## src/rtl/pru_pkg.sv

```systemverilog
// ============================================================================
// pru_pkg
// Shared types for the PRU command sequencer: shape encoding, the queued
// command record, the issue FSM state and the MMIO register offsets.
// Optional feature macro used by the top level: PRU_SEQ_STATS_EN.
// ============================================================================
package pru_pkg;

    // Shape encodings; 2'b11 is also treated as bitmap by the PRU.
    typedef enum logic [1:0] {
        RECT   = 2'b00,
        CIRCLE = 2'b01,
        BITMAP = 2'b10
    } shape_t;

    // One queued draw command (43 bits).
    typedef struct packed {
        logic [9:0] row;
        logic [8:0] col;
        logic [9:0] width;
        logic [8:0] hr;
        shape_t     shape;
        logic [1:0] color;
        logic       subtract;
    } pru_cmd_t;

    typedef enum logic [1:0] {
        IDLE,
        LAUNCH,
        WAIT_DONE,
        RELEASE
    } state_t;

    // Register byte offsets relative to the block base address.
    localparam logic [31:0] OFS_POS  = 32'h0;
    localparam logic [31:0] OFS_SIZE = 32'h4;
    localparam logic [31:0] OFS_GO   = 32'h8;
    localparam logic [31:0] OFS_CTRL = 32'hC;

    // Assemble a command from the staging registers and the GO write bits
    // {subtract, color[1:0], shape[1:0]}.
    function automatic pru_cmd_t make_cmd(
        input logic [9:0] row,
        input logic [8:0] col,
        input logic [9:0] width,
        input logic [8:0] hr,
        input logic [4:0] go_bits
    );
        pru_cmd_t c;
        c.row      = row;
        c.col      = col;
        c.width    = width;
        c.hr       = hr;
        c.shape    = shape_t'(go_bits[1:0]);
        c.color    = go_bits[3:2];
        c.subtract = go_bits[4];
        return c;
    endfunction

endpackage

```

## src/rtl/pru_cmd_fifo.sv

```systemverilog
// ============================================================================
// pru_cmd_fifo
// Single-clock first-word-fall-through FIFO of pru_cmd_t.
// Ports:
//   clk, rst   clock and synchronous active-high reset
//   push       write wdata (ignored when full or flushing)
//   pop        retire the head entry (ignored when empty or flushing)
//   flush      discard all entries; overrides push and pop
//   wdata      command to enqueue
//   rdata      head entry, valid whenever empty is 0
//   count      number of stored entries
//   empty/full occupancy flags
// ============================================================================
module pru_cmd_fifo
    import pru_pkg::*;
#(
    parameter int DEPTH = 8
) (
    input  logic                     clk,
    input  logic                     rst,
    input  logic                     push,
    input  logic                     pop,
    input  logic                     flush,
    input  pru_cmd_t                 wdata,
    output pru_cmd_t                 rdata,
    output logic [$clog2(DEPTH):0]   count,
    output logic                     empty,
    output logic                     full
);
    localparam int AW = $clog2(DEPTH);
    localparam int CW = AW + 1;

    pru_cmd_t          mem [DEPTH];
    logic [AW-1:0]     wr_ptr_q, wr_ptr_d;
    logic [AW-1:0]     rd_ptr_q, rd_ptr_d;
    logic [CW-1:0]     count_q, count_d;
    logic              do_push, do_pop;

    assign empty   = (count_q == '0);
    assign full    = (count_q == CW'(DEPTH));
    assign do_push = push && !full && !flush;
    assign do_pop  = pop && !empty && !flush;

    // NOTE: every signal assigned in always_comb gets a default first, so no
    // path leaves it unassigned and no latch is inferred.
    always_comb begin
        wr_ptr_d = wr_ptr_q;
        rd_ptr_d = rd_ptr_q;
        count_d  = count_q;
        if (flush) begin
            wr_ptr_d = '0;
            rd_ptr_d = '0;
            count_d  = '0;
        end else begin
            if (do_push) wr_ptr_d = wr_ptr_q + AW'(1);
            if (do_pop)  rd_ptr_d = rd_ptr_q + AW'(1);
            count_d = count_q + CW'(do_push) - CW'(do_pop);
        end
    end

    // NOTE: state flops use non-blocking assignments so every flop samples
    // the pre-edge value of its peers regardless of evaluation order.
    always_ff @(posedge clk) begin
        if (rst) begin
            wr_ptr_q <= '0;
            rd_ptr_q <= '0;
            count_q  <= '0;
        end else begin
            wr_ptr_q <= wr_ptr_d;
            rd_ptr_q <= rd_ptr_d;
            count_q  <= count_d;
        end
    end

    // NOTE: the storage array is deliberately not reset; the pointers and
    // count alone define which entries are valid, and this keeps it a RAM.
    always_ff @(posedge clk) begin
        if (do_push) mem[wr_ptr_q] <= wdata;
    end

    assign rdata = mem[rd_ptr_q];
    assign count = count_q;

endmodule

```

## src/rtl/pru_cmd_sequencer.sv

```systemverilog
// ============================================================================
// pru_cmd_sequencer
// Captures MMIO writes into staging registers, queues draw commands and
// issues them one at a time to the PRU over a start/busy/done handshake.
// start is held until done, then released; the next command waits for done
// to fall so software can post bursts without polling busy.
// Optional feature: define PRU_SEQ_STATS_EN to add cmd_done_cnt, a 16-bit
// wrapping count of completed commands (cleared by rst or CTRL data[2]).
// Ports:
//   clk, rst                 clock, synchronous active-high reset
//   mmio_we/addr/data        CPU write path (one-cycle strobe)
//   pru_busy, pru_done       PRU status
//   pru_start                start level to the PRU
//   pru_row .. pru_subtract  fields of the command in flight (held after)
//   q_count, q_full          queued entries (excluding in-flight), full flag
//   seq_idle                 queue empty and FSM idle
//   overflow                 sticky: a GO write was dropped
//   cmd_done_cnt             completed-command counter (PRU_SEQ_STATS_EN)
// Registers at BASE_ADDR: +0 CMD_POS, +4 CMD_SIZE, +8 CMD_GO, +C CTRL.
// ============================================================================
module pru_cmd_sequencer
    import pru_pkg::*;
#(
    parameter int          DEPTH     = 8,
    parameter logic [31:0] BASE_ADDR = 32'h4010
) (
    input  logic                     clk,
    input  logic                     rst,
    input  logic                     mmio_we,
    input  logic [31:0]              mmio_addr,
    input  logic [31:0]              mmio_data,
    input  logic                     pru_busy,
    input  logic                     pru_done,
    output logic                     pru_start,
    output logic [9:0]               pru_row,
    output logic [8:0]               pru_col,
    output logic [9:0]               pru_width,
    output logic [8:0]               pru_height_radius,
    output logic [1:0]               pru_shape_select,
    output logic [1:0]               pru_color,
    output logic                     pru_subtract,
    output logic [$clog2(DEPTH):0]   q_count,
    output logic                     q_full,
    output logic                     seq_idle,
`ifdef PRU_SEQ_STATS_EN
    output logic [15:0]              cmd_done_cnt,
`endif
    output logic                     overflow
);
    logic       sel_pos, sel_size, sel_go, sel_ctrl;
    logic       flush, ovf_clear, push, pop;

    logic [9:0] pos_row_q, pos_row_d;
    logic [8:0] pos_col_q, pos_col_d;
    logic [9:0] size_w_q, size_w_d;
    logic [8:0] size_hr_q, size_hr_d;
    logic       overflow_q, overflow_d;

    state_t     state_q, state_d;
    logic       start_q, start_d;
    pru_cmd_t   cmd_q, cmd_d;

    pru_cmd_t   push_cmd, head_cmd;
    logic       fifo_empty, fifo_full;
    logic [$clog2(DEPTH):0] fifo_count;

    // Data bits with no register behind them.
    logic       unused_mmio_bits;
    assign unused_mmio_bits = ^{mmio_data[31:25], mmio_data[15:10]};

    // ---------------------------------------------------------------- decode
    assign sel_pos   = mmio_we && (mmio_addr == BASE_ADDR + OFS_POS);
    assign sel_size  = mmio_we && (mmio_addr == BASE_ADDR + OFS_SIZE);
    assign sel_go    = mmio_we && (mmio_addr == BASE_ADDR + OFS_GO);
    assign sel_ctrl  = mmio_we && (mmio_addr == BASE_ADDR + OFS_CTRL);

    assign flush     = sel_ctrl && mmio_data[1];
    assign ovf_clear = sel_ctrl && mmio_data[0];
    // Fullness is judged on this cycle's count, so a pop in the same cycle
    // does not rescue a push into a full queue. A flush discards the push
    // silently (GO and CTRL cannot coincide today, but the priority is set).
    assign push      = sel_go && !flush && !fifo_full;
    assign push_cmd  = make_cmd(pos_row_q, pos_col_q, size_w_q, size_hr_q,
                                mmio_data[4:0]);

    // ------------------------------------------------ staging and overflow
    always_comb begin
        pos_row_d  = pos_row_q;
        pos_col_d  = pos_col_q;
        size_w_d   = size_w_q;
        size_hr_d  = size_hr_q;
        overflow_d = overflow_q;
        if (sel_pos) begin
            pos_row_d = mmio_data[9:0];
            pos_col_d = mmio_data[24:16];
        end
        if (sel_size) begin
            size_w_d  = mmio_data[9:0];
            size_hr_d = mmio_data[24:16];
        end
        if (ovf_clear) begin
            overflow_d = 1'b0;
        end else if (sel_go && !flush && fifo_full) begin
            overflow_d = 1'b1;
        end
    end

    // ------------------------------------------------------------- queue
    pru_cmd_fifo #(
        .DEPTH (DEPTH)
    ) u_fifo (
        .clk   (clk),
        .rst   (rst),
        .push  (push),
        .pop   (pop),
        .flush (flush),
        .wdata (push_cmd),
        .rdata (head_cmd),
        .count (fifo_count),
        .empty (fifo_empty),
        .full  (fifo_full)
    );

    // --------------------------------------------------------------- FSM
    // start is registered: it rises on entry to LAUNCH and falls on the
    // edge after done is seen, giving a glitch-free level to the PRU.
    always_comb begin
        state_d = state_q;
        start_d = start_q;
        cmd_d   = cmd_q;
        pop     = 1'b0;
        case (state_q)
            IDLE: begin
                // A flush in this cycle also cancels the head entry.
                if (!fifo_empty && !pru_busy && !pru_done && !flush) begin
                    pop     = 1'b1;
                    cmd_d   = head_cmd;
                    start_d = 1'b1;
                    state_d = LAUNCH;
                end
            end
            LAUNCH: begin
                state_d = WAIT_DONE;
            end
            WAIT_DONE: begin
                if (pru_done) begin
                    start_d = 1'b0;
                    state_d = RELEASE;
                end
            end
            RELEASE: begin
                if (!pru_done) state_d = IDLE;
            end
            default: begin
                state_d = IDLE;
                start_d = 1'b0;
            end
        endcase
    end

    always_ff @(posedge clk) begin
        if (rst) begin
            state_q    <= IDLE;
            start_q    <= 1'b0;
            cmd_q      <= '0;
            pos_row_q  <= '0;
            pos_col_q  <= '0;
            size_w_q   <= '0;
            size_hr_q  <= '0;
            overflow_q <= 1'b0;
        end else begin
            state_q    <= state_d;
            start_q    <= start_d;
            cmd_q      <= cmd_d;
            pos_row_q  <= pos_row_d;
            pos_col_q  <= pos_col_d;
            size_w_q   <= size_w_d;
            size_hr_q  <= size_hr_d;
            overflow_q <= overflow_d;
        end
    end

`ifdef PRU_SEQ_STATS_EN
    // ------------------------------------------------------- statistics
    logic [15:0] cmd_done_cnt_q, cmd_done_cnt_d;

    // A software clear takes priority over a completion in the same cycle.
    always_comb begin
        cmd_done_cnt_d = cmd_done_cnt_q;
        if (sel_ctrl && mmio_data[2]) begin
            cmd_done_cnt_d = '0;
        end else if (state_q == WAIT_DONE && pru_done) begin
            cmd_done_cnt_d = cmd_done_cnt_q + 16'd1;
        end
    end

    always_ff @(posedge clk) begin
        if (rst) cmd_done_cnt_q <= '0;
        else     cmd_done_cnt_q <= cmd_done_cnt_d;
    end

    assign cmd_done_cnt = cmd_done_cnt_q;
`endif

    // ------------------------------------------------------------ outputs
    assign pru_start         = start_q;
    assign pru_row           = cmd_q.row;
    assign pru_col           = cmd_q.col;
    assign pru_width         = cmd_q.width;
    assign pru_height_radius = cmd_q.hr;
    assign pru_shape_select  = cmd_q.shape;
    assign pru_color         = cmd_q.color;
    assign pru_subtract      = cmd_q.subtract;
    assign q_count           = fifo_count;
    assign q_full            = fifo_full;
    assign seq_idle          = fifo_empty && (state_q == IDLE);
    assign overflow          = overflow_q;

endmodule
```

## config.mk

```make
export PLATFORM = sky130hd
export DESIGN_NAME = pru_cmd_sequencer
export DESIGN_NICKNAME = d
export VERILOG_FILES = /design/src/rtl/pru_pkg.sv /design/src/rtl/pru_cmd_fifo.sv /design/src/rtl/pru_cmd_sequencer.sv
export SDC_FILE = /design/constraint.sdc
export NUM_CORES = 1
export LEC_CHECK = 0
export ABC_AREA = 1
export CORE_MARGIN = 2
export CORE_UTILIZATION = 59
export CTS_CLUSTER_DIAMETER = 200
export DETAILED_ROUTE_END_ITERATION = 8
export PLACE_DENSITY_LB_ADDON = 0.15
export SYNTH_ARGS = -nofsm -noshare
export SYNTH_HDL_FRONTEND = slang
export SYNTH_SLANG_ARGS = --single-unit
```

## constraint.sdc

```tcl
create_clock -name clk -period 8.8 [get_ports clk]
set_clock_uncertainty 0.1 [all_clocks]
set_input_delay 2.64 -clock clk [delete_from_list [all_inputs] [get_ports clk]]
set_output_delay 2.64 -clock clk [all_outputs]
set_load 0.01 [all_outputs]
```

After elaboration in Yosys (flattened, before gate mapping)
Memories as Yosys holds them, arrays and structs flattened. A register that Yosys moved wholly into a read port is not among the register bits.
Index checks and enable logic that the tools add are counted.
{ "word_totals": {"ff_bits": 52, "ramBits": 344, "input_bits": 69, "out_inout_bits": 51, "wordCells": 67, "memories": 1} }
{ "classes": {"addsub": 4, "n_eq_ne": 11, "muxes": 11, "reduce_logical": 30} }
{ "memory_table": {"columns": ["name", "depth", "width", "read_ports", "rd_clocked_by_memory_dff", "write_ports", "line_no", "source"], "rows": [
  ["u_fifo.mem", 8, 43, 1, 1, 1, "pru_cmd_fifo.sv:33", "pru_cmd_t mem [DEPTH];"]
]} }
{ "op_table": {"columns": ["cell", "n"], "rows": [
  ["equality test 32 x 15 -> 1 bit (second input constant)", 4],
  ["logical AND 1 bit", 17],
  ["one-hot mux 2 bit (4 select lines)", 1],
  ["adder 3 x 1 -> 3 bit (second input constant)", 2],
  ["2-to-1 mux 1 bit", 6],
  ["2-to-1 mux 2 bit", 3],
  ["!= test 2 bit (second input constant)", 3],
  ["AND reduction 3 bit", 2],
  ["zero test 1 bit", 5],
  ["adder 4 x 1 -> 4 bit", 1],
  ["equality test 2 bit (second input constant)", 2],
  ["equality test 4 bit (second input constant)", 1],
  ["zero test 4 bit", 1],
  ["OR reduction 2 bit", 2],
  ["subtractor 4 x 1 -> 4 bit", 1],
  ["equality test 2 x 1 -> 1 bit (second input constant)", 1],
  ["zero test 2 bit", 1],
  ["one-hot mux 1 bit (2 select lines)", 1],
  ["AND reduction 2 bit", 1],
  ["nonzero test 2 bit", 1]
]} }

Logic depth before layout (Yosys ltp)
{ "logic_depth": {"depth_word": 10, "depth_mapped": 17} }

Modules after synthesis
Synthesis repeated with hierarchy kept, for this count alone.
{ "hier_totals": {"hier_cells": 1743, "hier_area_um2": 18032.3} }
{ "by_module_without_submodules": {"columns": ["mod", "instances", "cells_each", "area_each_um2", "seq_area_each_um2"], "rows": [
  ["pru_cmd_fifo", 1, 1247, 14438.8, 10590.2],
  ["pru_cmd_sequencer", 1, 496, 3593.4, 1701.6]
]} }

Least setup slack after synthesis
OpenSTA, ideal clock, no wires.
{ "synth_path": {"path_kind": "input to register", "start": "input mmio_addr[23]", "end": "memory u_fifo.mem[2][0] (netlist name) (enable)", "arrival_time_ns": 6.552, "t_required_ns": 8.203, "path_slack_ns": 1.651, "cell_stages": 10, "n_path_buf": 0, "cell_sequence": "nor2_1 nand2_1 nor2_1 nand2_2 nor2_4 nand2_2 nor2_4 inv_2 or2_4 nor3_1"} }
{ "synth_via": {"elab_chain_len": 10} }
{ "synth_lines": {"columns": ["item", "line_no", "source"], "rows": [
  ["start: declaration", "pru_cmd_sequencer.sv:30", "input logic [31:0] mmio_addr,"],
  ["equality test 32 x 15 -> 1 bit", "pru_cmd_sequencer.sv:75", "assign sel_ctrl = mmio_we && (mmio_addr == BASE_ADDR + OFS_CTRL);"],
  ["logical AND 1 bit", "pru_cmd_sequencer.sv:75", null],
  ["logical AND 1 bit", "pru_cmd_sequencer.sv:77", "assign flush = sel_ctrl && mmio_data[1];"],
  ["zero test 1 bit", "pru_cmd_fifo.sv:41, pru_cmd_sequencer.sv:82", null],
  ["logical AND 1 bit (2 in a row)", "pru_cmd_sequencer.sv:82", "assign push = sel_go && !flush && !fifo_full;"],
  ["logical AND 1 bit", "pru_cmd_fifo.sv:41", "assign do_push = push && !full && !flush;"],
  ["logical AND 1 bit (*)", "pru_cmd_fifo.sv:41", null],
  ["named net u_fifo.do_push", "pru_cmd_fifo.sv:37", "logic do_push, do_pop;"],
  ["2-to-1 mux 1 bit (*)", "pru_cmd_fifo.sv:78", "if (do_push) mem[wr_ptr_q] <= wdata;"],
  ["2-to-1 mux 1 bit (not written as such) (*)", "pru_cmd_fifo.sv:78", null],
  ["end: declaration", "pru_cmd_fifo.sv:33", null]
]} }
Mark *: on every way through the listed nets, which the timed path passes. The rest lies on a longest branch.

Worst setup path after layout
{ "layout_path": {"start": "input mmio_we", "end": "memory u_fifo.mem[2][27] (netlist name) (enable)"} }
{ "layout_via": {"elab_chain_len": 9} }
{ "layout_lines": {"columns": ["item", "line_no", "source"], "rows": [
  ["start: declaration", "pru_cmd_sequencer.sv:29", "input logic mmio_we,"],
  ["logical AND 1 bit", "pru_cmd_sequencer.sv:75", null],
  ["logical AND 1 bit", "pru_cmd_sequencer.sv:77", null],
  ["zero test 1 bit", "pru_cmd_fifo.sv:41, pru_cmd_sequencer.sv:82", null],
  ["logical AND 1 bit (2 in a row)", "pru_cmd_sequencer.sv:82", null],
  ["logical AND 1 bit", "pru_cmd_fifo.sv:41", null],
  ["logical AND 1 bit (*)", "pru_cmd_fifo.sv:41", null],
  ["named net u_fifo.do_push", "pru_cmd_fifo.sv:37", null],
  ["2-to-1 mux 1 bit (*)", "pru_cmd_fifo.sv:78", null],
  ["2-to-1 mux 1 bit (not written as such) (*)", "pru_cmd_fifo.sv:78", null]
]} }
Marks and branches as above.

==> results.ini <==
[die]
die_y_um = 176
initial_core_util_pct = 59.5
fp.coreArea_um2 = 29400
die_w_um = 176
die_area_um2 = 31000
placementRows = 63
ios = 120

[timing]
hold_slack_ns = 0.364
worst_pin_slew_ns = 1.18
fin_crit_sh_pct = 66.4
grt_setup_unrepaired = no
hold_viol = 0
drv_slew = 0
setup_violations = 0
fmax_mhz = 171
finalCriticalPeriod_ns = 5.84
slew_headroom_pct = 21.4
setup_tns_ns = 0

[clock_tree]
cts.sink_count = 439
cts_inserted_buffers = 43
worstSkewPairLatency_ns = 0.54
clk_pin_slew_ns = 0.06
post_cts_resized = 0
ctsHoldBuffers = 0
tritoncts = yes
cts_setup_buffers = 0
clk_path_buf_depth = 3
cts_max_level = 2
cts-root-buf = clkbuf_16

[grt]
grt_pass1_wl_um = 62500
antenna_found_initial = 0
grt-ovfl-total = 0
grt_max_degree = 113
grt_pass1_vias = 11800
grt.total_usage_pct = 26.2

[logic_synthesis]
synth_top_cell_by_area = edfxtp_1
ys.flop_type = edfxtp_1
ys_seq_elements = 439
synth_area_leaders = edfxtp_1, dfxtp_1, nand2_1
ys_warn_count = 0
synth_edf_count = 344
netlist.area_leader.share_pct = 59.1
netlist_area_um2 = 17500
async_flop_share_pct = 0
syn_area_per_cell_um2 = 11.4
synth.distinct_cells = 34
postSynthCellCount = 1539
synth_fp_nets = 1621
yosysSeqAreaShare_pct = 69.9

[critical_path]
slowest_stage = nor2_4
timing.critical_path.buf_inv = 4
critPathArrivalTime_ns = 5.95
worst-path-max-fanout = 39
crit_path_frequent_cell = nor2_4
required_ns = 8.91
endpoint_kind = register
rr_startpoint = u_fifo.count[2]
r2r_end = u_fifo.count[1]
cpPeakStageDelay_ns = 0.87
start_kind = input port
cp_top_family = simple AND/OR/NAND/NOR gates
path_cells = clkdlybuf4s50_1 > inv_1 > nor2_4 > nand2_2 > nor2_4 > inv_2 > or2_4 > nor3_2 > buf_12
path_class = in -> reg
rrSetupSlack_ns = 5.39
worst-r2r-cell-count = 12

[drt]
drtAntennaViolNets = 0
drcViolationCount = 0
vias_per_cell = 5.81
drtIter0Drc = 1288
via_count = 11800
wl_per_cell_um = 19.7
dr.pass1.iters = 5
wl_um = 40100

[placed_design]
dp_hpwl_um = 20100
gp_congestion = 0.744
io_buffers = 106

[power]
power_frac_comb_pct = 11.8
clkPwrFrac_pct = 39.0
power.density_nw_per_um2 = 227
p_seq_share_pct = 49.2
p_sw_w = 0.00112
leakagePower_nw = 6.77
irDropWorstVdd_uv = 138
intPower_w = 0.00347
p_sw_share_pct = 24.4

[hold_path]
min_path_type = reg -> reg
holdPathStages = 2
hold_start = pru_height_radius[7]
min_to = pru_height_radius[7]

[job]
drv_cap = 0

[cells_and_area]
diodes = 0
nNetsFinal = 1695
area_growth_pct = 15.3
layout-drive-gt1-share_pct = 10.6

[outcome]
status = finished, final reports clean

[metal layers]
layer  global-route usage [%]  vias to the layer above  part of all wire, %
met5                        0                        -                    0
met4                     9.57                        0                  2.9
met3                     4.16                       84                  7.3
met2                     43.5                      491                   48
met1                     35.5                     5709                   42
li1                         -                     5538                    -
[cells by family (layout without fill, tap and decap cells)]
| family | count (synthesis) | after routing | share of synthesized area (%) |
|---|---|---|---|
| adder cells (fa/ha/maj) | 13 | 13 | 0.973 |
| XOR/XNOR | 1 | 1 | 0.0501 |
| AND/OR/NAND/NOR | 585 | 585 | 13.8 |
| AO/OA/AOI/OAI | 354 | 354 | 11.4 |
| flip-flops | 439 | 439 | 69.9 |
| buffers and inverters | 147 | 254 | 3.88 |
[Yosys cell counts, types with 2 or more instances]
master,number
nand4_1,2
nor2_4,2
buf_4,6
nand2_1,251
or2_2,2
a21oi_2,30
o21ai_1,3
nor3_1,8
nand3_1,44
a21oi_1,60
clkinv_1,2
nand3_2,2
dfxtp_1,95
o21ai_0,174
inv_2,3
ha_1,12
buf_1,8
buf_12,3
edfxtp_1,344
nand2_2,32
clkbuf_1,59
o22ai_1,86
buf_2,19
nor2_1,238
buf_6,4
inv_1,42
[worst reg2reg max path: cells and delay by family (launching register included)]
kind | cells | cell delay (ns)
fa+ha+maj | 4 | 1.19
flops | 1 | 0.33
buf+inv | 4 | 1.02
simple gates | 4 | 0.67
[final cells by class]
type / count / area [um2]
Clock buffer: 62 / 1250
Clock inverter: 16 / 131
Fill cell: 2133 / 9250
Inverter: 47 / 180
Multi-Input combinational cell: 953 / 4630
Sequential cell: 439 / 12200
Tap cell: 390 / 488
Timing Repair Buffer: 129 / 1240
[power groups by stage]
stage                     Clock, W  Combinational, W  Sequential, W
after floorplan                  0          0.000393        0.00229
after global placement           0          0.000525        0.00230
after detailed placement         0          0.000538        0.00230
after CTS                  0.00180          0.000542        0.00225
after global routing       0.00189          0.000607        0.00225
final                      0.00179          0.000543        0.00225
[placed cells by master (no fill, tap or decap), drive strengths merged]
cell / n
a21oi: 90
a31oi: 1
buf: 24
bufinv: 2
clkbuf: 62
clkdlybuf4s50: 105
clkinv: 15
clkinvlp: 2
dfxtp: 95
edfxtp: 344
fa: 1
ha: 12
inv: 44
nand2: 283
nand3: 46
nand4: 2
nor2: 241
nor3: 8
nor3b: 1
nor4: 1
o21ai: 177
o22ai: 86
or2: 3
xnor2: 1
[metrics by stage]
| step | area [um2] | total power [W] | utilization, % | setup WS [ns] | instances |
|---|---|---|---|---|---|
| after floorplan | 17500 | 0.00268 | - | 1.65 | 1539 |
| after global placement | 18800 | 0.00282 | 63.9 | 2.48 | 1958 |
| after detailed placement | 18800 | 0.00283 | 63.9 | 2.41 | 1958 |
| after CTS | 20200 | 0.00459 | 68.6 | 2.96 | 2036 |
| after global routing | 20200 | 0.00475 | 68.6 | 2.81 | 2036 |
| final | 20200 | 0.00458 | 68.6 | 2.96 | 2036 |
[sequential cells by signal (all words and copies together), names as in the netlist]
| signal | count |
|---|---|
| size_w_q | 10 |
| size_hr_q | 9 |
| pru_width | 10 |
| pru_subtract | 1 |
| pru_row | 10 |
| pru_shape_select | 2 |
| pru_start | 1 |
| pru_color | 2 |
| u_fifo.count | 4 |
| u_fifo.wr_ptr_q | 3 |
| u_fifo.rd_ptr_q | 3 |
| overflow | 1 |
| pru_col | 9 |
| pos_row_q | 10 |
| u_fifo.mem | 344 |
| pru_height_radius | 9 |
| pos_col_q | 9 |
| state_q | 2 |
[worst max path at each step]
stage,endpoint,cells after the start,from,slack [ns]
2_1_floorplan,u_fifo.mem[2][0],10,mmio_addr[23],1.65
3_3_place_gp,u_fifo.mem[2][6],9,mmio_we,2.48
3_5_place_dp,u_fifo.mem[2][6],9,mmio_we,2.41
4_1_cts,u_fifo.mem[2][28],9,mmio_we,2.96
5_1_grt,u_fifo.mem[2][27],9,mmio_we,2.81
6_report,u_fifo.mem[2][27],9,mmio_we,2.96
Note: power is estimated with default switching activity, not from simulation.
